<file path="config.mk">
export PLATFORM = sky130hd
export DESIGN_NAME = exprnd_pipe_flat
export DESIGN_NICKNAME = d
export VERILOG_FILES = /design/src/rtl/exprnd_pipe_pkg.sv /design/src/rtl/exprnd_pipe_if.sv /design/src/rtl/exprnd_pipe_core.sv /design/src/rtl/exprnd_pipe.sv /design/src/flat_wrapper.sv
export SDC_FILE = /design/constraint.sdc
export NUM_CORES = 1
export LEC_CHECK = 0
export CORE_MARGIN = 8
export CORE_UTILIZATION = 40
export CTS_CLUSTER_SIZE = 12
export DETAILED_ROUTE_END_ITERATION = 16
export HOLD_SLACK_MARGIN = 0.05
export PLACE_DENSITY_LB_ADDON = 0.15
export SLEW_MARGIN = 15
export SYNTH_ARGS = -nofsm -noshare
export SYNTH_HDL_FRONTEND = slang
export SYNTH_SLANG_ARGS = --single-unit
</file>
<file path="constraint.sdc">
create_clock -name clk -period 1.7 [get_ports clk]
set_input_delay 0.17 -clock clk [delete_from_list [all_inputs] [get_ports clk]]
set_output_delay 0.17 -clock clk [all_outputs]
set_load 0.01 [all_outputs]
</file>
<file path="src/rtl/exprnd_pipe_pkg.sv">
// fpu_rnd_pkg: shared types and exponent constants for the rounder back end
package fpu_rnd_pkg;
  typedef enum logic [1:0] {RM_RZ, RM_RNE, RM_RU, RM_RD} rm_t;
  typedef struct packed {logic ovf; logic unf; logic inx;} exc_flags_t;
  function automatic int emax(input int ew);
    return (1 << ew) - 2;
  endfunction
  function automatic int alpha(input int ew);
    return 3 << (ew - 2);
  endfunction
endpackage

</file>
<file path="src/rtl/exprnd_pipe_if.sv">
// exprnd_pipe_if: valid/ready beat bus, trap enables and sticky flag access for exprnd_pipe
interface exprnd_pipe_if import fpu_rnd_pkg::*; #(parameter int EXP_W = 11, parameter int FRAC_W = 52);
  logic                    in_valid, in_ready, in_s, in_inx, ovf_en, unf_en;
  logic signed [EXP_W+1:0] in_e;
  logic [FRAC_W:0]         in_f;
  rm_t                     in_rm;
  logic                    out_valid, out_ready, out_s, flags_clr;
  logic [EXP_W-1:0]        out_e;
  logic [FRAC_W-1:0]       out_f;
  logic [1:0]              out_trap;
  exc_flags_t              flags;
  modport master (output in_valid, in_s, in_e, in_f, in_rm, in_inx, ovf_en, unf_en, out_ready, flags_clr,
                  input  in_ready, out_valid, out_s, out_e, out_f, out_trap, flags);
  modport slave  (input  in_valid, in_s, in_e, in_f, in_rm, in_inx, ovf_en, unf_en, out_ready, flags_clr,
                  output in_ready, out_valid, out_s, out_e, out_f, out_trap, flags);
endinterface

</file>
<file path="src/rtl/exprnd_pipe_core.sv">
// exprnd_core: classify the exponent, resolve overflow/underflow and trap wrapping, pack fields
module exprnd_core import fpu_rnd_pkg::*; #(parameter int EXP_W = 11, parameter int FRAC_W = 52) (
  input  logic                    s_i,
  input  logic signed [EXP_W+1:0] e_i,
  input  logic [FRAC_W:0]         f_i,
  input  rm_t                     rm_i,
  input  logic                    inx_i,
  input  logic                    ovf_en_i,
  input  logic                    unf_en_i,
  output logic [EXP_W-1:0]        e_o,
  output logic [FRAC_W-1:0]       f_o,
  output logic [1:0]              trap_o,
  output exc_flags_t              new_o
);
  localparam int EW2 = EXP_W + 2;
  localparam logic signed [EXP_W+1:0] EMAX = EW2'(emax(EXP_W));
  localparam logic [EXP_W-1:0] EMAX_L = EXP_W'(emax(EXP_W));
  localparam logic [EXP_W-1:0] ALPHA = EXP_W'(alpha(EXP_W));
  logic [1:0] rm;
  logic ovf, tiny, inf_sel, sat;
  // Classify and select the packed result; wrapped exponents only need the low EXP_W bits
  always_comb begin
    rm = rm_i;
    ovf = e_i > EMAX;
    tiny = e_i[EXP_W+1] | ~|e_i | ~f_i[FRAC_W];
    inf_sel = rm[1] ? ~(rm[0] ^ s_i) : rm[0];
    sat = ovf & ~ovf_en_i;
    e_o = ovf ? (ovf_en_i ? e_i[EXP_W-1:0] - ALPHA : inf_sel ? {EXP_W{1'b1}} : EMAX_L)
        : tiny ? (unf_en_i ? e_i[EXP_W-1:0] + ALPHA : '0) : e_i[EXP_W-1:0];
    f_o = sat ? (inf_sel ? '0 : {FRAC_W{1'b1}}) : f_i[FRAC_W-1:0];
    trap_o = {ovf & ovf_en_i, tiny & unf_en_i & ~ovf};
    new_o.ovf = ovf;
    new_o.unf = tiny & ~ovf & (unf_en_i | inx_i);
    new_o.inx = inx_i | sat;
  end
endmodule

</file>
<file path="src/rtl/exprnd_pipe.sv">
// exprnd_pipe: two-stage exponent adjust and pack with valid/ready handshake and sticky flags
module exprnd_pipe import fpu_rnd_pkg::*; #(parameter int EXP_W = 11, parameter int FRAC_W = 52) (
  input logic           clk,
  input logic           rst,
  exprnd_pipe_if.slave  bus
);
  logic                    s1_valid_q, s1_s_q, s1_inx_q, s1_oen_q, s1_uen_q;
  logic signed [EXP_W+1:0] s1_e_q;
  logic [FRAC_W:0]         s1_f_q;
  rm_t                     s1_rm_q;
  logic                    s2_valid_q, s2_s_q;
  logic [EXP_W-1:0]        s2_e_q, s2_e_d;
  logic [FRAC_W-1:0]       s2_f_q, s2_f_d;
  logic [1:0]              s2_trap_q, s2_trap_d;
  exc_flags_t              flags_q, flags_d, new_flags;
  logic                    adv2, load2;
  assign adv2 = ~s2_valid_q | bus.out_ready;
  assign load2 = adv2 & s1_valid_q;
  assign bus.in_ready = adv2 | ~s1_valid_q;
  assign bus.out_valid = s2_valid_q;
  assign bus.out_s = s2_s_q;
  assign bus.out_e = s2_e_q;
  assign bus.out_f = s2_f_q;
  assign bus.out_trap = s2_trap_q;
  assign bus.flags = flags_q;
  exprnd_core #(.EXP_W(EXP_W), .FRAC_W(FRAC_W)) u_core (
    .s_i(s1_s_q), .e_i(s1_e_q), .f_i(s1_f_q), .rm_i(s1_rm_q), .inx_i(s1_inx_q),
    .ovf_en_i(s1_oen_q), .unf_en_i(s1_uen_q),
    .e_o(s2_e_d), .f_o(s2_f_d), .trap_o(s2_trap_d), .new_o(new_flags)
  );
  // Sticky flags: a clear drops old bits, but a beat loading in the same cycle still sets its own
  always_comb flags_d = (flags_q & ~{3{bus.flags_clr}}) | (load2 ? new_flags : '0);
  // S1 input register, including the per-beat trap enables and rounding mode
  always_ff @(posedge clk)
    if (rst) begin
      s1_valid_q <= 1'b0;
      {s1_s_q, s1_e_q, s1_f_q, s1_inx_q, s1_oen_q, s1_uen_q} <= '0;
      s1_rm_q <= RM_RZ;
    end else if (bus.in_ready) begin
      s1_valid_q <= bus.in_valid;
      s1_s_q <= bus.in_s;
      s1_e_q <= bus.in_e;
      s1_f_q <= bus.in_f;
      s1_rm_q <= bus.in_rm;
      s1_inx_q <= bus.in_inx;
      s1_oen_q <= bus.ovf_en;
      s1_uen_q <= bus.unf_en;
    end
  // S2 output register and flag state; holds while the consumer stalls
  always_ff @(posedge clk)
    if (rst) begin
      s2_valid_q <= 1'b0;
      {s2_s_q, s2_e_q, s2_f_q, s2_trap_q} <= '0;
      flags_q <= '0;
    end else begin
      flags_q <= flags_d;
      if (adv2) s2_valid_q <= s1_valid_q;
      if (load2) {s2_s_q, s2_e_q, s2_f_q, s2_trap_q} <= {s1_s_q, s2_e_d, s2_f_d, s2_trap_d};
    end
endmodule
</file>
<file path="src/flat_wrapper.sv">
// flat-port wrapper written by rule: the top's interface ports become plain ports
module exprnd_pipe_flat import fpu_rnd_pkg::*;
#(parameter int EXP_W = 11, parameter int FRAC_W = 52)
  (clk, rst, bus_in_valid, bus_in_s, bus_in_e, bus_in_f, bus_in_rm, bus_in_inx, bus_ovf_en, bus_unf_en, bus_out_ready, bus_flags_clr, bus_in_ready, bus_out_valid, bus_out_s, bus_out_e, bus_out_f, bus_out_trap, bus_flags);
  exprnd_pipe_if #(.EXP_W(EXP_W), .FRAC_W(FRAC_W)) bus_i ();
  input logic clk;
  input logic rst;
  input wire logic [$bits(bus_i.in_valid)-1:0] bus_in_valid;
  input wire logic [$bits(bus_i.in_s)-1:0] bus_in_s;
  input wire logic [$bits(bus_i.in_e)-1:0] bus_in_e;
  input wire logic [$bits(bus_i.in_f)-1:0] bus_in_f;
  input wire logic [$bits(bus_i.in_rm)-1:0] bus_in_rm;
  input wire logic [$bits(bus_i.in_inx)-1:0] bus_in_inx;
  input wire logic [$bits(bus_i.ovf_en)-1:0] bus_ovf_en;
  input wire logic [$bits(bus_i.unf_en)-1:0] bus_unf_en;
  input wire logic [$bits(bus_i.out_ready)-1:0] bus_out_ready;
  input wire logic [$bits(bus_i.flags_clr)-1:0] bus_flags_clr;
  output wire logic [$bits(bus_i.in_ready)-1:0] bus_in_ready;
  output wire logic [$bits(bus_i.out_valid)-1:0] bus_out_valid;
  output wire logic [$bits(bus_i.out_s)-1:0] bus_out_s;
  output wire logic [$bits(bus_i.out_e)-1:0] bus_out_e;
  output wire logic [$bits(bus_i.out_f)-1:0] bus_out_f;
  output wire logic [$bits(bus_i.out_trap)-1:0] bus_out_trap;
  output wire logic [$bits(bus_i.flags)-1:0] bus_flags;
  assign bus_i.in_valid = bus_in_valid;
  assign bus_i.in_s = bus_in_s;
  assign bus_i.in_e = bus_in_e;
  assign bus_i.in_f = bus_in_f;
  assign bus_i.in_rm = bus_in_rm;
  assign bus_i.in_inx = bus_in_inx;
  assign bus_i.ovf_en = bus_ovf_en;
  assign bus_i.unf_en = bus_unf_en;
  assign bus_i.out_ready = bus_out_ready;
  assign bus_i.flags_clr = bus_flags_clr;
  assign bus_in_ready = bus_i.in_ready;
  assign bus_out_valid = bus_i.out_valid;
  assign bus_out_s = bus_i.out_s;
  assign bus_out_e = bus_i.out_e;
  assign bus_out_f = bus_i.out_f;
  assign bus_out_trap = bus_i.out_trap;
  assign bus_flags = bus_i.flags;
  exprnd_pipe #(.EXP_W(EXP_W), .FRAC_W(FRAC_W)) u_core (.clk(clk), .rst(rst), .bus(bus_i));
endmodule
</file>
==> metrics, run 1 <==
arrival time worst endpoint 2.17 ns; top cells by area, synth dfxtp_1 55%, a21oi_1 13%, nand2_1 11%, nor3_1 5.1%, nor2_1 4.6%; Synth top area share 55.3%; Worst EP required 1.99 ns; number of synthesis warnings 0; Inserted Clock Buffers 17; root buffer cell clkbuf_16; Core Area 0.0126 sq mm; Slew Viols, Final 0; chip height 130 um; CTS tree yes; fmax 531 MHz; synth unique cells 39; Seq/Total Area, Yosys between 50 and 60%; synth-to-layout area growth 60.5%; worst setup margin -0.183 ns; die area 0.0168 sq mm; Cell Rows 41; Max-slew headroom 67.5%; synthesized instance count 639; Cell Area, Synth 0.00517 sq mm; routed vias/inst 5.07; Routed Antenna Nets 0; met3 wire len between 1000 and 1500 um; Max clock buf depth 2; failing checks setup timing; Worst-Margin Slew 0.488 ns; number of H-tree levels 4; share of cells above drive strength 1 between 20 and 25%; wl on met1 7210 um; overflow left after global routing 0; DRC violations left 0; final setup fails 64; Met2 Routed Length 8030 um; Synth Flop Type dfxtp_1; via count slightly above 5000; cts hold-fix bufs 0; pwr/cell area around 980 mW/mm^2; RSZ-0062 raised after global routing yes; largest net degree at the start of global routing 64; max layer used met4; layout filler cell count 1054; Tmin final 1.88 ns; first-pass GRT wire length 25000 um; DP Area approximately 0.0071 sq mm; status finished, violations left; count leader, synth nand2_1; initial DRC count 398; width of the die around 130 um; max-cap viol count 0; Post-synth EDFFs 0; Port Buf Inserts 147; # diodes 0; initial antenna violation count 0; final instance area between 0.008 and 0.009 sq mm; clk sinks 143; critical path class reg2reg; Inst Count DP around 950; wire length per cell 16.5 um; CP Launch Type register; multi-input combinational cell area 0.00251 sq mm; WL final 16500 um; drt pass-1 iters 4; Syn Area/Cell ~8 sq um; HPWL Detailed 10400 um; vias in the first global route 5092; Nets 896; register area 0.00287 sq mm; fin cells 996; Commonest cells post-synth 151 x nand2_1, 143 x dfxtp_1, 131 x a21oi_1; clk_lat worst skew between 0.4 and 0.5 ns; GRT Util Overall approximately a fifth; Synth area leader dfxtp_1; Initial Util about 40%; clk slew on worst S/H paths 0.05 ns; GP Congestion slightly above 0.8; syn_nets 717; CP max FO 7; Clock Skews roughly 0.0036 ns; Synth async-reset ratio 0%; # IOs 148; Leak between 3 and 4 nW; VDD IR max 632 uV; Tcrit/Tclk final 111%; synthesis-stage register bit count between 100 and 150; min-delay worst type in2reg; Crit. End Element register; Fin. Hold Viols 0
layout by cell type, fill, tap and decap left out, types with 3 or more instances in the layout:
| master | instances |
|---|---|
| a21oi_1 | 100 |
| dfxtp_1 | 138 |
| nand2_1 | 150 |
| or4_1 | 3 |
| clkdlybuf4s50_1 | 145 |
| nor3_2 | 18 |
| clkbuf_16 | 21 |
| inv_1 | 4 |
| nor3_1 | 34 |
| o221a_2 | 8 |
| buf_12 | 11 |
| buf_6 | 8 |
| clkbuf_1 | 3 |
| clkbuf_8 | 3 |
| dfxtp_2 | 3 |
| buf_4 | 36 |
| a21oi_2 | 23 |
| a21oi_4 | 8 |
| nor2_1 | 63 |
metal layers:
metal / up-vias / GRT usage (%)
met5: - / 0
li1: 2503 / -
met4: 0 / 6.01
met3: 17 / 5.96
met1: 2393 / 23.6
met2: 132 / 29.9
layout make-up:
type                       instances  area share, %
inverter                           5          0.226
timing repair buffer             208           26.5
clock inverter                     2          0.151
tap                              172           2.59
multi-input combinational        443           30.2
clock buffer                      23           5.75
sequential                       143           34.6
path summary, 6_finish.rpt:
kind                           from             endpoint  slack (ns)  cells past startpoint
setup reg to reg   u_core.s1_e_q[9]  u_core.bus.out_e[0]       -0.18                      8
hold reg to reg   u_core.s1_f_q[17]    u_core.s1_f_q[17]        0.45                      2
setup / recovery   u_core.s1_e_q[9]  u_core.bus.out_e[0]       -0.18                      8
hold / removal                  rst  u_core.bus.flags[2]        0.19                      2
state kept, by name, summed over array words and instances, names as in the netlist:
name / count
u_core.bus.flags: 3
u_core.s1_uen_q: 1
u_core.s1_e_q: 13
u_core.s1_f_q: 53
u_core.s1_inx_q: 1
u_core.s1_oen_q: 1
u_core.s1_s_q: 1
u_core.bus.out_valid: 1
u_core.bus.out_trap: 2
u_core.bus.out_f: 52
u_core.s1_rm_q: 2
u_core.bus.out_s: 1
u_core.bus.out_e: 11
u_core.s1_valid_q: 1
worst max-delay path, stage by stage (launching register included):
cell and delay [ns]:
dfxtp_4 0.36, buf_6 0.11, nand3b_1 0.12, buf_6 0.13
a41oi_4 0.14, o31ai_4 0.25, buf_6 0.20, nor3_4 0.05
or3_1 0.39
power by group:
part           internal [mW]  switching, mW  leakage [nW]
clock                   1.92           1.25         0.239
combinational          0.680          0.555          1.83
sequential              3.57          0.138          1.19
total                   6.16           1.94          3.26
stage by stage:
stage / hold slack (ns) / setup WS [ns] / util (%) / power (mW) / TNS (ns)
finish: 0.193 / -0.183 / 65.8 / 8.10 / -4.73
global route: 0.194 / -0.233 / 65.8 / 8.40 / -8.99
CTS: 0.160 / -0.157 / 62.3 / 8.04 / -3.72
detailed placement: 0.444 / -0.303 / 56.0 / 4.79 / -14.10
global placement: 0.438 / -0.226 / 56.0 / 4.77 / -12.04
floorplan: 0.291 / -0.0425 / - / 4.19 / -0.700
timing repair:
action | in CTS | in global routing
setup endpoints to repair | 66 | 68
pin swaps | 17 | 48
cloned | 3 | 5
buffers inserted | 7 | 11
gates resized for setup | 36 | 72
logic make-up (layout without fill, tap and decap cells):
logic type	count (synthesis)	in the layout	synth area share [%]
fa+ha+maj	1	1	0.242
flops	143	143	55.3
xor+xnor	1	1	0.169
buf+inv	53	238	3.99
simple gates	290	290	23.7
compound gates	151	151	16.6
(Power assumes the default switching activity.)
==> inputs of run 2 (changes only) <==
--- a/config.mk
+++ b/config.mk
@@ -5,6 +5,7 @@
 export SDC_FILE = /design/constraint.sdc
 export NUM_CORES = 1
 export LEC_CHECK = 0
+export ABC_AREA = 1
 export CORE_MARGIN = 8
 export CORE_UTILIZATION = 40
 export CTS_CLUSTER_SIZE = 12
==> constraint.sdc (replaced) <==
create_clock -name clk -period 1.7 [get_ports clk]
set_input_delay 0.17 -clock clk [delete_from_list [all_inputs] [get_ports clk]]
set_output_delay 0.17 -clock clk [all_outputs]
set_load 0.1 [all_outputs]
==> metrics, run 2 <==
overall power roughly 9 mW; Synth Flop Type dfxtp_1; Cell Rows 45; root buffer cell clkbuf_16; number of synthesis warnings 0; overflow left after global routing 0; Synth async-reset ratio 0%; # IOs 148; final setup fails 0; final instance area approximately 0.0087 sq mm; width of the die 141 um; min-delay worst type in2reg; WL final 18400 um; critical path class reg2reg; routed vias/inst around 5; Inst Count DP 1175; top cells by area, synth dfxtp_1 46%, nand2_1 14%, nor2_1 7.4%, nand4_1 7.3%, a21oi_1 6.6%; GP Congestion around 0.81; Tmin final 1.62 ns; Syn Area/Cell 7.02 sq um; clk slew on worst S/H paths 0.06 ns; first-pass GRT wire length 28400 um; synth unique cells 21; Nets around 1100; synthesized instance count 887; clk_lat worst skew ~0.4 ns; largest net degree at the start of global routing 75; status finished, final reports clean; Clock Skews 0.00644 ns; # diodes 0; Seq/Total Area, Yosys ~46%; CP Launch Type register; Max clock buf depth 2; fin cells 1217; RSZ-0062 raised after global routing yes; fmax about 620 MHz; commonest cells after routing, fill and taps aside 219 x nand2_1, 135 x dfxtp_1, 122 x nor2_1; vias in the first global route 5577; Synth area leader dfxtp_1; syn_nets a little under 1000; initial DRC count 410; Leak 4.08 nW; drt pass-1 iters 5; Synth top area share 46.0%; number of H-tree levels 4; Biggest register u_core.s1_f_q; wire length per cell 15.1 um; via count 6106; GRT Util Overall about 17%; Commonest cells post-synth 239 x nand2_1, 143 x dfxtp_1, 122 x nor2_1; Fin. Hold Viols 0; max reg flops 53; Initial Util 41.0%; count leader, synth nand2_1; Crit. End Element register; pwr/cell area ~1000 mW/mm^2; CTS tree yes; max-cap viol count 0; Worst EP required 2.01 ns; Slew Viols, Final 0; CP max FO 34; DP Area ~0.0078 sq mm; die area 0.0198 sq mm; Core Area 0.0152 sq mm; DRC violations left 0; Post-synth EDFFs 0; initial antenna violation count 0; HPWL Detailed 11100 um; Inserted Clock Buffers 17; share of cells above drive strength 1 about a fifth; cts hold-fix bufs 0; arrival time worst endpoint 1.93 ns; Tcrit/Tclk final 95.1%; Port Buf Inserts 147; synth-to-layout area growth 39.9%; post-layout util a little under three fifths; Fin Hold WS between 0.2 and 0.25 ns; Max-slew headroom 75.0%; VDD IR max around 720 uV; Routed Antenna Nets 0; clk sinks 143; synthesis-stage register bit count 143; most common library cell in the layout ignoring fill and taps nand2_1; Worst-Margin Slew 0.375 ns; Cell Area, Synth approximately 0.0062 sq mm; chip height 141 um
[run 2: cell count changes after synthesis, sizes merged, moves of 3 or more]
| cell | delta |
|---|---|
| a21oi | -41 |
| buf | +20 |
| clkbuf | +4 |
| inv | +70 |
| nand2 | +90 |
| nand3 | +62 |
| nand4 | +74 |
| nor2 | +58 |
| nor2b | -4 |
| nor3 | -52 |
| o221a | -8 |
| or4 | -3 |
[run 2: cell families (layout without fill, tap and decap cells)]
family	after synthesis	after routing	share of synthesized area (%)
fa+ha+maj	1	1	0.201
simple gates	502	502	35.2
flops	143	143	46.0
compound gates	94	94	8.08
buf+inv	147	289	10.5
[run 2: layout make-up]
cell class,instances,area [sq um]
Inverter,75,283
Multi-Input combinational cell,597,2870
Fill cell,1468,6490
Timing Repair Buffer,184,1920
Sequential cell,143,2880
Tap cell,188,235
Clock inverter,6,35.0
Clock buffer,24,492
[run 2: critical path: stages, from the launching register on]
cell	delay [ns]
dfxtp_4	0.37
buf_6	0.10
nand2_2	0.05
nor2_1	0.08
nor2_1	0.05
nand2_1	0.10
nand2_4	0.08
buf_4	0.15
nand4_4	0.09
buf_12	0.22
nand3_1	0.11
nand2_1	0.07
inv_1	0.03
[run 2: where the power goes]
group | switching [mW] | internal (mW) | leakage [nW]
logic | 1.35 | 0.629 | 2.64
registers | 0.132 | 3.56 | 1.19
clock network | 1.35 | 1.99 | 0.258
[run 2: final timing paths]
check             slack (ns)                 from  cells past startpoint              endpoint
setup / recovery        0.08    u_core.s1_e_q[10]                     12  u_core.bus.out_f[38]
hold reg to reg         0.46  u_core.bus.flags[1]                      2   u_core.bus.flags[1]
hold / removal          0.25                  rst                      3      u_core.s1_f_q[0]
setup reg to reg        0.08    u_core.s1_e_q[10]                     12  u_core.bus.out_f[38]
[run 2: what timing repair did]
action,CTS,global route
gates resized for setup,0,52
setup endpoints to repair,0,61
buffers inserted,0,5
[run 2: per-layer routing]
metal  wire, um  track usage [%]  vias to the layer above
met5          0                0                        -
met4        181             4.81                        0
met3       1140             4.90                       15
met2       8280             27.5                      189
met1       8760             22.9                     2789
li1           -                -                     3113
[run 2: stage by stage]
step | setup WS (ns) | setup TNS (ns)
3_5_place_dp | 0.0180 | 0
5_1_grt | -0.0423 | -0.876
3_3_place_gp | 0.0570 | 0
4_1_cts | 0.0315 | 0
6_report | 0.0831 | 0
2_1_floorplan | 0.0119 | 0
